$ cat config.mk
export PLATFORM = sky130hd
export DESIGN_NAME = fifo_wr_arbiter_flat
export DESIGN_NICKNAME = d
export VERILOG_FILES = /design/src/rtl/fifo_wr_arbiter_if.sv /design/src/rtl/fifo_wr_arbiter.sv /design/src/flat_wrapper.sv
export SDC_FILE = /design/constraint.sdc
export NUM_CORES = 1
export LEC_CHECK = 0
export BUFFER_PORTS_ARGS = -buffer_cell sky130_fd_sc_hd__buf_4
export CAP_MARGIN = 30
export CORE_UTILIZATION = 39
export DETAILED_ROUTE_END_ITERATION = 7
export PLACE_DENSITY_LB_ADDON = 0.12
export SYNTH_ARGS = -nofsm -noshare
export SYNTH_HDL_FRONTEND = slang
export SYNTH_SLANG_ARGS = --single-unit
$ cat constraint.sdc
create_clock -name clk -period 2.1 [get_ports clk]
set_input_delay 0.63 -clock clk [delete_from_list [all_inputs] [get_ports clk]]
set_output_delay 0.63 -clock clk [all_outputs]
set_load 0.01 [all_outputs]
$ cat src/rtl/fifo_wr_arbiter_if.sv
// fifo_wr_arbiter_if: requester-side and FIFO-side signals of the write arbiter
interface fifo_wr_arbiter_if #(
  parameter int NUM_REQ    = 4,
  parameter int DATA_WIDTH = 8
);
  localparam int IW = $clog2(NUM_REQ);
  logic [NUM_REQ-1:0]            req_valid;
  logic [NUM_REQ-1:0]            req_ready;
  logic [NUM_REQ*DATA_WIDTH-1:0] req_data;
  logic                          fifo_full;
  logic                          fifo_wr;
  logic [DATA_WIDTH-1:0]         fifo_wr_data;
  logic [IW-1:0]                 grant_id;
  logic                          busy;
  modport slave (
    input  req_valid, req_data, fifo_full,
    output req_ready, fifo_wr, fifo_wr_data, grant_id, busy
  );
  modport master (
    output req_valid, req_data, fifo_full,
    input  req_ready, fifo_wr, fifo_wr_data, grant_id, busy
  );
endinterface

$ cat src/rtl/fifo_wr_arbiter.sv
// fifo_wr_arbiter: round-robin burst arbiter merging NUM_REQ writers into one shared FIFO
module fifo_wr_arbiter #(
  parameter int NUM_REQ    = 4,
  parameter int DATA_WIDTH = 8,
  parameter int BURST_LEN  = 4
) (
  input logic               clk,
  input logic               reset,
  fifo_wr_arbiter_if.slave  bus
);
  localparam int IW = $clog2(NUM_REQ);
  localparam int BW = $clog2(BURST_LEN) + 1;
  typedef enum logic {IDLE, GRANT} state_t;
  state_t        state_q;
  logic [IW-1:0] grant_q, last_q, win_d, cand;
  logic [BW-1:0] beat_q;
  logic          busy, gvalid, xfer, last_beat;
  // scan farthest-first so the requester nearest after last_q is assigned last and wins
  always_comb begin
    win_d = last_q;
    cand  = last_q;
    for (int k = NUM_REQ; k >= 1; k--) begin
      cand = IW'((int'(last_q) + k) % NUM_REQ);
      if (bus.req_valid[cand]) win_d = cand;
    end
  end
  assign busy             = state_q == GRANT;
  assign gvalid           = bus.req_valid[grant_q];
  assign xfer             = busy & gvalid & ~bus.fifo_full;
  assign last_beat        = beat_q == BW'(BURST_LEN - 1);
  assign bus.busy         = busy;
  assign bus.grant_id     = grant_q;
  assign bus.fifo_wr      = xfer;
  assign bus.fifo_wr_data = bus.req_data[grant_q*DATA_WIDTH +: DATA_WIDTH];
  assign bus.req_ready    = (busy && !bus.fifo_full) ? NUM_REQ'(1) << grant_q : '0;
  always_ff @(posedge clk or negedge reset) begin
    if (!reset) begin
      state_q <= IDLE;
      grant_q <= '0;
      last_q  <= IW'(NUM_REQ - 1);
      beat_q  <= '0;
    end else if (state_q == IDLE) begin
      if (|bus.req_valid) begin
        state_q <= GRANT;
        grant_q <= win_d;
        beat_q  <= '0;
      end
    end else if (!gvalid || (xfer && last_beat)) begin
      state_q <= IDLE;
      last_q  <= grant_q;
    end else if (xfer) begin
      beat_q <= beat_q + BW'(1);
    end
  end
endmodule

$ cat src/flat_wrapper.sv
// flat-port wrapper written by rule: the top's interface ports become plain ports
module fifo_wr_arbiter_flat 
#(
  parameter int NUM_REQ    = 4,
  parameter int DATA_WIDTH = 8,
  parameter int BURST_LEN  = 4
)
  (clk, reset, bus_req_valid, bus_req_data, bus_fifo_full, bus_req_ready, bus_fifo_wr, bus_fifo_wr_data, bus_grant_id, bus_busy);
  fifo_wr_arbiter_if #(.NUM_REQ(NUM_REQ), .DATA_WIDTH(DATA_WIDTH)) bus_i ();
  input logic clk;
  input logic reset;
  input wire logic [$bits(bus_i.req_valid)-1:0] bus_req_valid;
  input wire logic [$bits(bus_i.req_data)-1:0] bus_req_data;
  input wire logic [$bits(bus_i.fifo_full)-1:0] bus_fifo_full;
  output wire logic [$bits(bus_i.req_ready)-1:0] bus_req_ready;
  output wire logic [$bits(bus_i.fifo_wr)-1:0] bus_fifo_wr;
  output wire logic [$bits(bus_i.fifo_wr_data)-1:0] bus_fifo_wr_data;
  output wire logic [$bits(bus_i.grant_id)-1:0] bus_grant_id;
  output wire logic [$bits(bus_i.busy)-1:0] bus_busy;
  assign bus_i.req_valid = bus_req_valid;
  assign bus_i.req_data = bus_req_data;
  assign bus_i.fifo_full = bus_fifo_full;
  assign bus_req_ready = bus_i.req_ready;
  assign bus_fifo_wr = bus_i.fifo_wr;
  assign bus_fifo_wr_data = bus_i.fifo_wr_data;
  assign bus_grant_id = bus_i.grant_id;
  assign bus_busy = bus_i.busy;
  fifo_wr_arbiter #(.NUM_REQ(NUM_REQ), .DATA_WIDTH(DATA_WIDTH), .BURST_LEN(BURST_LEN)) u_core (.clk(clk), .reset(reset), .bus(bus_i));
endmodule
==> summary.md, run 1 <==
| Metric | Value |
|---|---|
| Status | `complete, but fails checks` |
| Failing checks | `negative setup slack` |
| Post-synthesis cell type count | `29` |
| Vias in the first global route | `777` |
| Share of the synthesized area in the top cell type | `27.5%` |
| Drt total wl | `2310 µm` |
| Logic pwr share | `72.3%` |
| Synth Cell Area | `738 µm²` |
| Hold crit path type | `input pin to async pin` |
| Nets | `171` |
| Clock Tree Buf Depth | `2` |
| Hold Fails Final Rpt | `0` |
| Chip width | `45.5 µm` |
| Relative slew slack | `82.7%` |
| First-pass GRT wire length | `3130 µm` |
| Syn Area/Cell | `11.4 µm²` |
| Clk network pwr share | `7.8%` |
| Total Power | `0.00156 W` |
| Initial DRC count | `6` |
| Fmax | `476 MHz` |
| Area occupied by multi-input gates | `504 µm²` |
| Pre-Repair DR Iteration Count | `4` |
| Worst-Margin Slew | `257 ps` |
| Setup CP Type | `input pin to output pin` |
| Die area | `2070 µm²` |
| Clock slew at reported path FFs | `60 ps` |
| Gpl congestion | `0.825` |
| CTS tree | `yes` |
| Post-DR vias/cell | `5.27` |
| PortBufs | `54` |
| Leakage power | `0.642 nW` |
| RSZ-0062 raised after global routing | `true` |
| Syn. warnings | `0` |
| CTS Root Cell | `clkbuf_4` |
| FF+latch area | `203 µm²` |
| Largest net degree at the start of global routing | `16` |
| Setup TNS | `-0.749 ps` |
| Pint | `0.000997 W` |
| GR Overflow Total | `0` |
| # rows | `15` |
| Post-synthesis sequential area ratio | `27.5%` |
| Dpl hpwl | `1690 µm` |
| H-tree levels | `1` |
| Share of layout cells above drive strength 1 | `67.4%` |
| Via Count | `811` |
| Mapped Nets | `106` |
| Initial core utilization | `42.3%` |
| Finished Core Util | `76.1%` |
| # DRC | `0` |
| Final worst-path cycle share | `100%` |
| Final setup fails | `1` |
| Syn Inst Count | `65` |
| Initial antenna violation count | `0` |
| PwrDens | `1180 nW/µm²` |
| Seq cells post-synth | `8` |
| Clk_lat worst skew | `260 ps` |
| Fill cells | `117` |
| Synth area leader | `mux4_2` |
| Core Area | `1750 µm²` |
| Synth-to-layout area growth | `80.0%` |
| Max cap viols | `0` |
| Detail Route Antenna Nets | `0` |
| Max FO, Critical Path | `2` |
| Critical path arrival | `1470 ps` |
| Chip height | `45.5 µm` |
| CP endpoint kind | `output pin` |
| Sequential share of power | `19.9%` |
| Startpoint Class | `input pin` |
| Worst EP required | `1470 ps` |
| Peak VDD IR | `790 µV` |
| Top cells by area, synth | `mux4_2, dfrtp_1, dfstp_2` |
| Total CTS buffers | `3` |
| Post-DR wirelength/cell | `15.0 µm` |
| I/O Pins | `55` |
| ANT cells | `0` |
| Worst Skew | `11.5 ps` |
| Total GRT Usage | `21.0%` |
| Sw frac | `36.2%` |
| Setup ws final | `-0.749 ps` |
| Min cycle time layout | `2100 ps` |
| Clk sink count | `8` |
| Net Switching | `0.000565 W` |
| Max-slew violations | `0` |
## state kept, by name, indices dropped and copies added (netlist names)
register,count
u_core.last_q,2
u_core.beat_q,3
u_core.bus.busy,1
u_core.bus.grant_id,2
## power by group through the flow
stage	Sequential (W)	Clock, W	Combinational [W]
after detailed placement	0.000309	0	0.00104
after global routing	0.000317	0.000137	0.00121
final	0.000310	0.000122	0.00113
after CTS	0.000308	0.000129	0.00108
after floorplan	0.000288	0	0.000647
after global placement	0.000304	0	0.00102
## metal layers
metal | track usage (%) | part of all wire (%) | vias to the layer above
met5 | 0 | 0 | -
met3 | 5.95 | 11 | 2
li1 | - | - | 384
met4 | 7.27 | 0.43 | 0
met2 | 40.6 | 54 | 42
met1 | 20.8 | 35 | 383
## synthesized netlist by cell type, drive strengths merged
master / number
mux4: 9
dfrtp: 6
clkbuf: 4
o21ai: 4
mux2i: 3
nand2: 3
nand2b: 3
nor3: 3
nor3b: 3
a21oi: 2
buf: 2
dfstp: 2
ha: 2
inv: 2
mux2: 2
nor2: 2
nor2b: 2
a21bo: 1
a21o: 1
a31o: 1
a31oi: 1
a41oi: 1
and3b: 1
and4b: 1
nor4: 1
o21ba: 1
o41ai: 1
or2: 1
## kinds of logic (layout without fill, tap and decap cells)
family,count (synthesis),after routing,share of synthesized area [%]
multiplexers,14,14,35.6
AND/OR/NAND/NOR,20,20,16.1
adder cells (fa/ha/maj),2,2,3.39
flip-flops,8,8,27.5
buffers and inverters,8,72,5.25
AO/OA/AOI/OAI,13,13,12.2
## final timing paths
kind / endpoint / slack, ps / from / cells after the start
min in group clk: u_core.beat_q[0]$_DFFE_PN0P_ / 540 / u_core.beat_q[0]$_DFFE_PN0P_ / 1
max reg2reg: u_core.last_q[0]$_DFFE_PN1P_ / 420 / u_core.bus.grant_id[0]$_DFFE_PN0P_ / 5
max in group asynchronous: u_core.last_q[1]$_DFFE_PN1P_ / 1700 / reset / 1
min: u_core.beat_q[0]$_DFFE_PN0P_ / 180 / reset / 1
max: bus_fifo_wr / -0.7 / bus_req_valid[3] / 4
min reg2reg: u_core.beat_q[0]$_DFFE_PN0P_ / 540 / u_core.beat_q[0]$_DFFE_PN0P_ / 1
## critical path: stages
cell     delay (ps)
buf_6            90
mux4_2          480
nor2b_4         150
buf_6           120
## area by class of cell
type | instances | share of cell area, %
sequential | 8 | 15.3
multi-input combinational | 49 | 37.9
clock buffer | 4 | 1.98
timing repair buffer | 66 | 41.9
inverter | 2 | 0.565
tap | 25 | 2.35
## through the flow
step	setup WS (ps)	instances	cell area [µm²]	hold slack, ps
floorplan	98.7	65	739	334
global route	-31.5	154	1330	170
finish	-0.749	154	1330	177
detailed placement	-51.1	148	1230	451
CTS	-24.1	153	1290	169
global placement	-38.6	148	1230	452
## layout by cell type (no fill, tap or decap)
cell / Yosys / layout
buf_4: 0 / 52
buf_6: 1 / 13
mux4_2: 9 / 9
dfrtp_1: 6 / 6
o21ai_0: 4 / 4
nand2b_1: 3 / 3
nor3b_1: 3 / 3
nor3_1: 3 / 3
nand2_1: 3 / 3
mux2i_1: 3 / 3
clkbuf_4: 0 / 3
inv_1: 2 / 2
nor2_1: 2 / 2
mux2_4: 2 / 2
a21oi_1: 2 / 2
ha_1: 2 / 2
dfstp_2: 2 / 2
nor2b_4: 0 / 1
and4b_1: 1 / 1
nor4_1: 1 / 1
a31o_2: 1 / 1
or2_2: 1 / 1
a21o_1: 1 / 1
o21ba_2: 1 / 1
a41oi_1: 1 / 1
a21bo_2: 1 / 1
a31oi_1: 1 / 1
and3b_1: 1 / 1
nor2b_1: 2 / 1
o41ai_1: 1 / 1
clkbuf_1: 4 / 1
buf_12: 0 / 1
## what timing repair did
item | 4_1_cts | 5_1_grt
hold buffers | 0 | 0
endpoints found under the hold margin | 0 | 0
setup buffers | 1 | 1
setup endpoints to repair | 5 | 9
resized for setup | 8 | 7
No activity file was read; power rests on OpenSTA's default activity.
==> run 2, diff against run 1 <==
==> constraint.sdc (replaced) <==
create_clock -name clk -period 2.2 [get_ports clk]
set_input_delay 0.66 -clock clk [delete_from_list [all_inputs] [get_ports clk]]
set_output_delay 0.66 -clock clk [all_outputs]
set_load 0.01 [all_outputs]
==> run 2 against run 1 <==
Effect of this change: the flow now finishes without violations; clock skew increased by 3.1 ps; design area decreased by 4.0%; non-clock buffer count decreased by 1; sequential cell count unchanged; global-route usage increased by 0.93 points; sequential share of layout area increased by 0.64 points; combinational power decreased by 11%; critical endpoint unchanged; largest power group unchanged; highest routed layer unchanged.
==> summary.md, run 2 (synthesized netlist as in run 1, its figures left out) <==
| Metric | Value |
|---|---|
| Status | `completed (was complete, but fails checks)` |
| RSZ-0062 raised after global routing | `false (was true)` |
| Clk sink count | `8 (unchanged)` |
| FF+latch area | `203 µm² (unchanged)` |
| Sequential share of power | `20.4% (was 19.9%)` |
| Reg2reg path depth | `5 (unchanged)` |
| Share of layout cells above drive strength 1 | `67.2% (was 67.4%)` |
| CTS Root Cell | `clkbuf_4 (unchanged)` |
| Clock Tree Buf Depth | `2 (unchanged)` |
| Worst EP required | `1540 ps (was 1470 ps)` |
| Via Count | `783 (was 811)` |
| Area occupied by multi-input gates | `504 µm² (unchanged)` |
| Design Area, Final | `1270 µm² (was 1330 µm²)` |
| Initial DRC count | `10 (was 6)` |
| Largest Register | `u_core.beat_q (unchanged)` |
| Chip width | `45.5 µm (unchanged)` |
| Commonest non-fill, non-tap cell in the layout | `buf_4 (unchanged)` |
| # DRC | `0 (unchanged)` |
| Logic pwr share | `71.2% (was 72.3%)` |
| Met2 WL | `1140 µm (was 1240 µm)` |
| Total GRT Usage | `21.9% (was 21.0%)` |
| Net Switching | `0.000512 W (was 0.000565 W)` |
| Initial antenna violation count | `0 (unchanged)` |
| Pre-Repair DR Iteration Count | `4 (unchanged)` |
| Drt total wl | `2160 µm (was 2310 µm)` |
| Clk network pwr share | `8.3% (was 7.8%)` |
| H-tree levels | `1 (unchanged)` |
| Startpoint Class | `input pin (unchanged)` |
| Clock slew at reported path FFs | `60 ps (about the same)` |
| Final Non-Filler Cells | `153 (was 154)` |
| Peak VDD IR | `897 µV (was 790 µV)` |
| CTS tree | `yes (unchanged)` |
| ANT cells | `0 (unchanged)` |
| Placed Instance Area | `1220 µm² (was 1230 µm²)` |
| Fmax | `459 MHz` |
| Worst Skew | `14.5 ps (was 11.5 ps)` |
| Setup CP Type | `input pin to output pin (unchanged)` |
| PortBufs | `54 (unchanged)` |
| Max-slew violations | `0 (unchanged)` |
| Reg2Reg Launch Point | `u_core.bus.grant_id[1]$_DFFE_PN0P_ (was u_core.bus.grant_id[0]$_DFFE_PN0P_)` |
| Leakage power | `0.621 nW (was 0.642 nW)` |
| Met3 wire len | `179 µm (was 244 µm)` |
| Total Power | `0.00141 W (was 0.00156 W)` |
| Chip height | `45.5 µm (unchanged)` |
| Final worst-path cycle share | `99.0%` |
| I/O Pins | `55 (unchanged)` |
| Top sig layer | `met4 (unchanged)` |
| Pint | `0.000899 W (was 0.000997 W)` |
| Max reg flops | `3 (unchanged)` |
| Max cap viols | `0 (unchanged)` |
| M1 WL | `821 µm (was 814 µm)` |
| Detail Route Antenna Nets | `0 (unchanged)` |
| Hold-fix buffers, CTS | `0 (unchanged)` |
| Hold crit path type | `input pin to async pin (unchanged)` |
| Relative slew slack | `80.3% (was 82.7%)` |
| Sw frac | `36.3% (was 36.2%)` |
| Final setup fails | `0 (was 1)` |
| Gpl congestion | `0.782 (was 0.825)` |
| Fill cells | `136 (was 117)` |
| Max FO, Critical Path | `2 (unchanged)` |
| Total CTS buffers | `3 (unchanged)` |
| Post-DR wirelength/cell | `14.1 µm (was 15.0 µm)` |
| Setup TNS | `0 ps (was -0.749 ps)` |
| Largest net degree at the start of global routing | `16 (unchanged)` |
| Initial core utilization | `42.3% (unchanged)` |
| Vias in the first global route | `705 (was 777)` |
| Nets | `170 (was 171)` |
| Reg2reg setup slack | `420 ps (about the same)` |
| # rows | `15 (unchanged)` |
| CP endpoint kind | `output pin (unchanged)` |
| PwrDens | `1110 nW/µm² (was 1180 nW/µm²)` |
| Min cycle time layout | `2180 ps` |
| Critical path arrival | `1520 ps (was 1470 ps)` |
| Post-DR vias/cell | `5.12 (was 5.27)` |
| Core Area | `1750 µm² (unchanged)` |
| GR Overflow Total | `0 (unchanged)` |
| Commonest cells after routing, fill and taps aside | `buf_4, mux4_2, dfrtp_1, o21ai_0, buf_6 (was buf_4, buf_6, mux4_2, dfrtp_1, o21ai_0)` |
| Die area | `2070 µm² (unchanged)` |
| Synth-to-layout area growth | `72.7% (was 80.0%)` |
| Clk_lat worst skew | `250 ps (was 260 ps)` |
| Hold Fails Final Rpt | `0 (unchanged)` |
| Worst-Margin Slew | `291 ps (was 257 ps)` |
| Dpl hpwl | `1780 µm (was 1690 µm)` |
| Placed cells | `148 (unchanged)` |
| First-pass GRT wire length | `3110 µm (was 3130 µm)` |
| Worst reg2reg endpoint | `u_core.last_q[1]$_DFFE_PN1P_ (was u_core.last_q[0]$_DFFE_PN1P_)` |
## run 2: cell types whose count changed in the layout (fill, tap and decap cells not counted), sizes merged
cell,delta
buf,-1
## run 2: worst max-delay path by stage
stage	from	end	slack (ps)	cells past startpoint
after floorplan	u_core.bus.grant_id[0]$_DFFE_PN0P_	bus_fifo_wr_data[1]	40	3
after global placement	bus_req_valid[3]	bus_fifo_wr	-5	4
after detailed placement	bus_req_valid[3]	bus_fifo_wr	-20	4
after CTS	bus_req_valid[1]	bus_fifo_wr	8	4
after global routing	bus_req_valid[1]	bus_fifo_wr	1	4
final	bus_req_valid[1]	bus_fifo_wr	20	4
## run 2: power groups by stage
stage                     clock [W]  combinational, W  sequential (W)
after floorplan                   0          0.000615        0.000275
after global placement            0          0.000947        0.000282
after detailed placement          0          0.000967        0.000288
after CTS                  0.000125          0.000986        0.000286
after global routing       0.000131           0.00109        0.000299
final                      0.000117           0.00101        0.000288
## run 2: timing repair
| action | 4_1_cts | 5_1_grt |
|---|---|---|
| endpoints found under the hold margin | 0 | 0 |
| buffers inserted | 0 | 1 |
| gates resized for setup | 3 | 2 |
| endpoints found under the setup margin | 1 | 9 |
## run 2: cell type report
| type | count | share of cell area (%) |
|---|---|---|
| multi-input combinational | 49 | 39.5 |
| timing repair buffer | 65 | 39.5 |
| sequential | 8 | 15.9 |
| tap | 25 | 2.45 |
| clock buffer | 4 | 2.06 |
| inverter | 2 | 0.589 |
## run 2: worst max-delay path, cell delays in order
cell	delay (ps)
buf_4	110
mux4_2	480
nor2b_4	150
buf_6	120
## run 2: routing by layer
metal  GRT usage [%]  vias to the layer above
li1                -                      379
met1            23.6                      368
met2            38.9                       34
met3            4.76                        2
met4            12.7                        0
met5               0                        -
## run 2: stage by stage
step,util (%),hold WS [ps],worst slack [ps]
detailed placement,69.8,482,-20.0
floorplan,-,364,37.5
global placement,69.8,480,-4.53
CTS,72.2,197,8.21
finish,73.0,206,22.7
global route,73.0,199,0.958
==> run 3, diff against run 2 <==
--- a/config.mk
+++ b/config.mk
@@ -6,8 +6,9 @@
 export NUM_CORES = 1
 export LEC_CHECK = 0
 export BUFFER_PORTS_ARGS = -buffer_cell sky130_fd_sc_hd__buf_4
-export CAP_MARGIN = 30
-export CORE_UTILIZATION = 39
+export CAP_MARGIN = 0
+export CORE_UTILIZATION = 41
+export CTS_BUF_LIST = sky130_fd_sc_hd__clkbuf_8
 export DETAILED_ROUTE_END_ITERATION = 7
 export PLACE_DENSITY_LB_ADDON = 0.12
 export SYNTH_ARGS = -nofsm -noshare
==> run 3 against run 2 <==
Effect of this change: worst setup slack lost 7.1 ps; power increased by 7.4%; largest cell class is now buffers; highest routed layer unchanged; first-iteration DRC count grew 50%; clock-buffer cell count shrank 1; final cell count down 0.65%; utilization up 9.2 points; via count up 3.4%; design area is 2.8% higher; register-to-register slack better by 80 ps.
==> summary.md, run 3 (synthesized netlist as in run 1, its figures left out) <==
| Metric | Value |
|---|---|
| Status | `completed (unchanged)` |
| CTS Root Cell | `clkbuf_8 (was clkbuf_4)` |
| Met3 wire len | `226 µm (was 179 µm)` |
| Relative slew slack | `79.4% (was 80.3%)` |
| Sw frac | `36.2% (was 36.3%)` |
| Placed Instance Area | `1220 µm² (about the same)` |
| Max-slew violations | `0 (unchanged)` |
| Worst Path Buf+Inv | `2 (unchanged)` |
| Post-DR wirelength/cell | `15.2 µm (was 14.1 µm)` |
| Fill cells | `96 (was 136)` |
| # DRC | `0 (unchanged)` |
| Worst-Margin Slew | `306 ps (was 291 ps)` |
| Max reg flops | `3 (unchanged)` |
| CP endpoint kind | `output pin (unchanged)` |
| Sequential share of power | `21.6% (was 20.4%)` |
| Core Area | `1590 µm² (was 1750 µm²)` |
| Max cap viols | `0 (unchanged)` |
| Top sig layer | `met4 (unchanged)` |
| Worst Skew | `1.83 ps (was 14.5 ps)` |
| Logic pwr share | `66.3% (was 71.2%)` |
| Reg2Reg Launch Point | `u_core.bus.grant_id[1]$_DFFE_PN0P_ (unchanged)` |
| Hold-fix buffers, CTS | `0 (unchanged)` |
| Largest net degree at the start of global routing | `16 (unchanged)` |
| CTS tree | `yes (unchanged)` |
| Crit-path most repeated cell | `buf_6` |
| Final worst-path cycle share | `99.3% (was 99.0%)` |
| Net Switching | `0.000549 W (was 0.000512 W)` |
| Critical path arrival | `1520 ps (about the same)` |
| I/O Pins | `55 (unchanged)` |
| Pint | `0.000967 W (was 0.000899 W)` |
| Critical path launch point | `bus_req_valid[3] (was bus_req_valid[1])` |
| Clk sink count | `8 (unchanged)` |
| PwrDens | `1160 nW/µm² (was 1110 nW/µm²)` |
| Dpl hpwl | `1780 µm (about the same)` |
| Final setup fails | `0 (unchanged)` |
| Leakage power | `0.637 nW (was 0.621 nW)` |
| Post-DR vias/cell | `5.33 (was 5.12)` |
| Synth-to-layout area growth | `77.6% (was 72.7%)` |
| Commonest cells after routing, fill and taps aside | `buf_4, mux4_2, buf_6, o21ai_0, dfrtp_1 (was buf_4, mux4_2, dfrtp_1, o21ai_0, buf_6)` |
| Clock slew at reported path FFs | `40 ps (was 60 ps)` |
| Design Area, Final | `1310 µm² (was 1270 µm²)` |
| Die area | `1970 µm² (was 2070 µm²)` |
| Via Count | `810 (was 783)` |
| Met2 WL | `1190 µm (was 1140 µm)` |
| Placed cells | `146 (was 148)` |
| Nets | `170 (unchanged)` |
| Total GRT Usage | `24.6% (was 21.9%)` |
| Hold crit path type | `input pin to async pin (unchanged)` |
| H-tree levels | `1 (unchanged)` |
| Drt total wl | `2310 µm (was 2160 µm)` |
| ANT cells | `0 (unchanged)` |
| Commonest non-fill, non-tap cell in the layout | `buf_4 (unchanged)` |
| Total CTS buffers | `3 (unchanged)` |
| Setup CP Type | `input pin to output pin (unchanged)` |
| Initial core utilization | `46.3% (was 42.3%)` |
| Peak VDD IR | `754 µV (was 897 µV)` |
| GR Overflow Total | `0 (unchanged)` |
| Delay-heaviest family, CP | `multiplexers (unchanged)` |
| Hold Fails Final Rpt | `0 (unchanged)` |
| # rows | `14 (was 15)` |
| Max FO, Critical Path | `2 (unchanged)` |
| Largest Register | `u_core.beat_q (unchanged)` |
| Initial antenna violation count | `0 (unchanged)` |
| Initial DRC count | `15 (was 10)` |
| Share of layout cells above drive strength 1 | `68.8% (was 67.2%)` |
| PortBufs | `54 (unchanged)` |
| Slowest cell on crit path | `mux4_2 (unchanged)` |
| Pre-Repair DR Iteration Count | `4 (unchanged)` |
| Vias in the first global route | `771 (was 705)` |
| Detail Route Antenna Nets | `0 (unchanged)` |
| First-pass GRT wire length | `3480 µm (was 3110 µm)` |
| Final Non-Filler Cells | `152 (was 153)` |
| Chip width | `44.4 µm (was 45.5 µm)` |
| Worst EP required | `1540 ps (about the same)` |
| Setup TNS | `0 ps (unchanged)` |
| Hold WS | `236 ps (was 206 ps)` |
| Critical-path cell list | `buf_6 > mux4_2 > nor2b_4 > buf_6 (was buf_4 > mux4_2 > nor2b_4 > buf_6)` |
| Min cycle time layout | `2180 ps (about the same)` |
| Gpl congestion | `0.831 (was 0.782)` |
| Startpoint Class | `input pin (unchanged)` |
| Clock Tree Buf Depth | `2 (unchanged)` |
| Max incr delay on CP | `500 ps (was 480 ps)` |
| Clk network pwr share | `12.2% (was 8.3%)` |
| M1 WL | `861 µm (was 821 µm)` |
| Chip height | `44.4 µm (was 45.5 µm)` |
| Clk_lat worst skew | `230 ps (was 250 ps)` |
| Fmax | `458 MHz (was 459 MHz)` |
run 3: cell types whose count changed in the layout (fill, tap and decap cells not counted), sizes merged:
cell	delta
clkbuf	-1
inv	+1
run 3: metrics by stage:
stage	total power, W	setup slack (ps)	utilization (%)
3_3_place_gp	0.00125	-10.6	76.7
5_1_grt	0.00162	-13.8	82.3
3_5_place_dp	0.00127	-18.7	76.7
2_1_floorplan	0.000890	37.5	-
6_report	0.00152	15.6	82.3
4_1_cts	0.00146	4.97	80.5
run 3: final cells by class:
class / instances / area, µm² / share of cell area [%]
Timing Repair Buffer: 65 / 519 / 39.6
Multi-Input combinational cell: 49 / 504 / 38.5
Sequential cell: 8 / 205 / 15.6
Clock buffer: 3 / 41.3 / 3.15
Tap cell: 24 / 30.0 / 2.29
Inverter: 2 / 7.51 / 0.573
Clock inverter: 1 / 3.75 / 0.286
run 3: final timing paths:
check	slack (ps)	cells past startpoint	endpoint
setup / recovery	20	4	bus_fifo_wr
hold / removal	240	1	u_core.beat_q[1]$_DFFE_PN0P_
setup reg to reg	500	4	u_core.last_q[0]$_DFFE_PN1P_
hold reg to reg	510	1	u_core.beat_q[0]$_DFFE_PN0P_
max in group asynchronous	1750	1	u_core.last_q[1]$_DFFE_PN1P_
min in group clk	510	1	u_core.beat_q[0]$_DFFE_PN0P_
run 3: metal layers:
| layer | track usage [%] | vias to the layer above |
|---|---|---|
| met3 | 6.53 | 4 |
| li1 | - | 379 |
| met5 | 0 | - |
| met2 | 40.6 | 43 |
| met4 | 11.5 | 0 |
| met1 | 30.0 | 384 |
run 3: timing repair:
item                                    4_1_cts  5_1_grt
endpoints found under the setup margin        5        2
buffers inserted                              0        2
gates resized for setup                       5        4
run 3: power by group through the flow:
| stage | logic, W | clock network, W | registers, W |
|---|---|---|---|
| 2_1_floorplan | 0.000615 | 0 | 0.000275 |
| 5_1_grt | 0.00109 | 0.000192 | 0.000339 |
| 3_3_place_gp | 0.000924 | 0 | 0.000324 |
| 3_5_place_dp | 0.000941 | 0 | 0.000328 |
| 6_report | 0.00100 | 0.000184 | 0.000327 |
| 4_1_cts | 0.000951 | 0.000185 | 0.000329 |
run 3: worst reg2reg max path, stage by stage (launching register included):
cell and delay (ps):
dfrtp_1 380, mux4_2 550, buf_4 170, a21bo_2 220
mux2_4 310
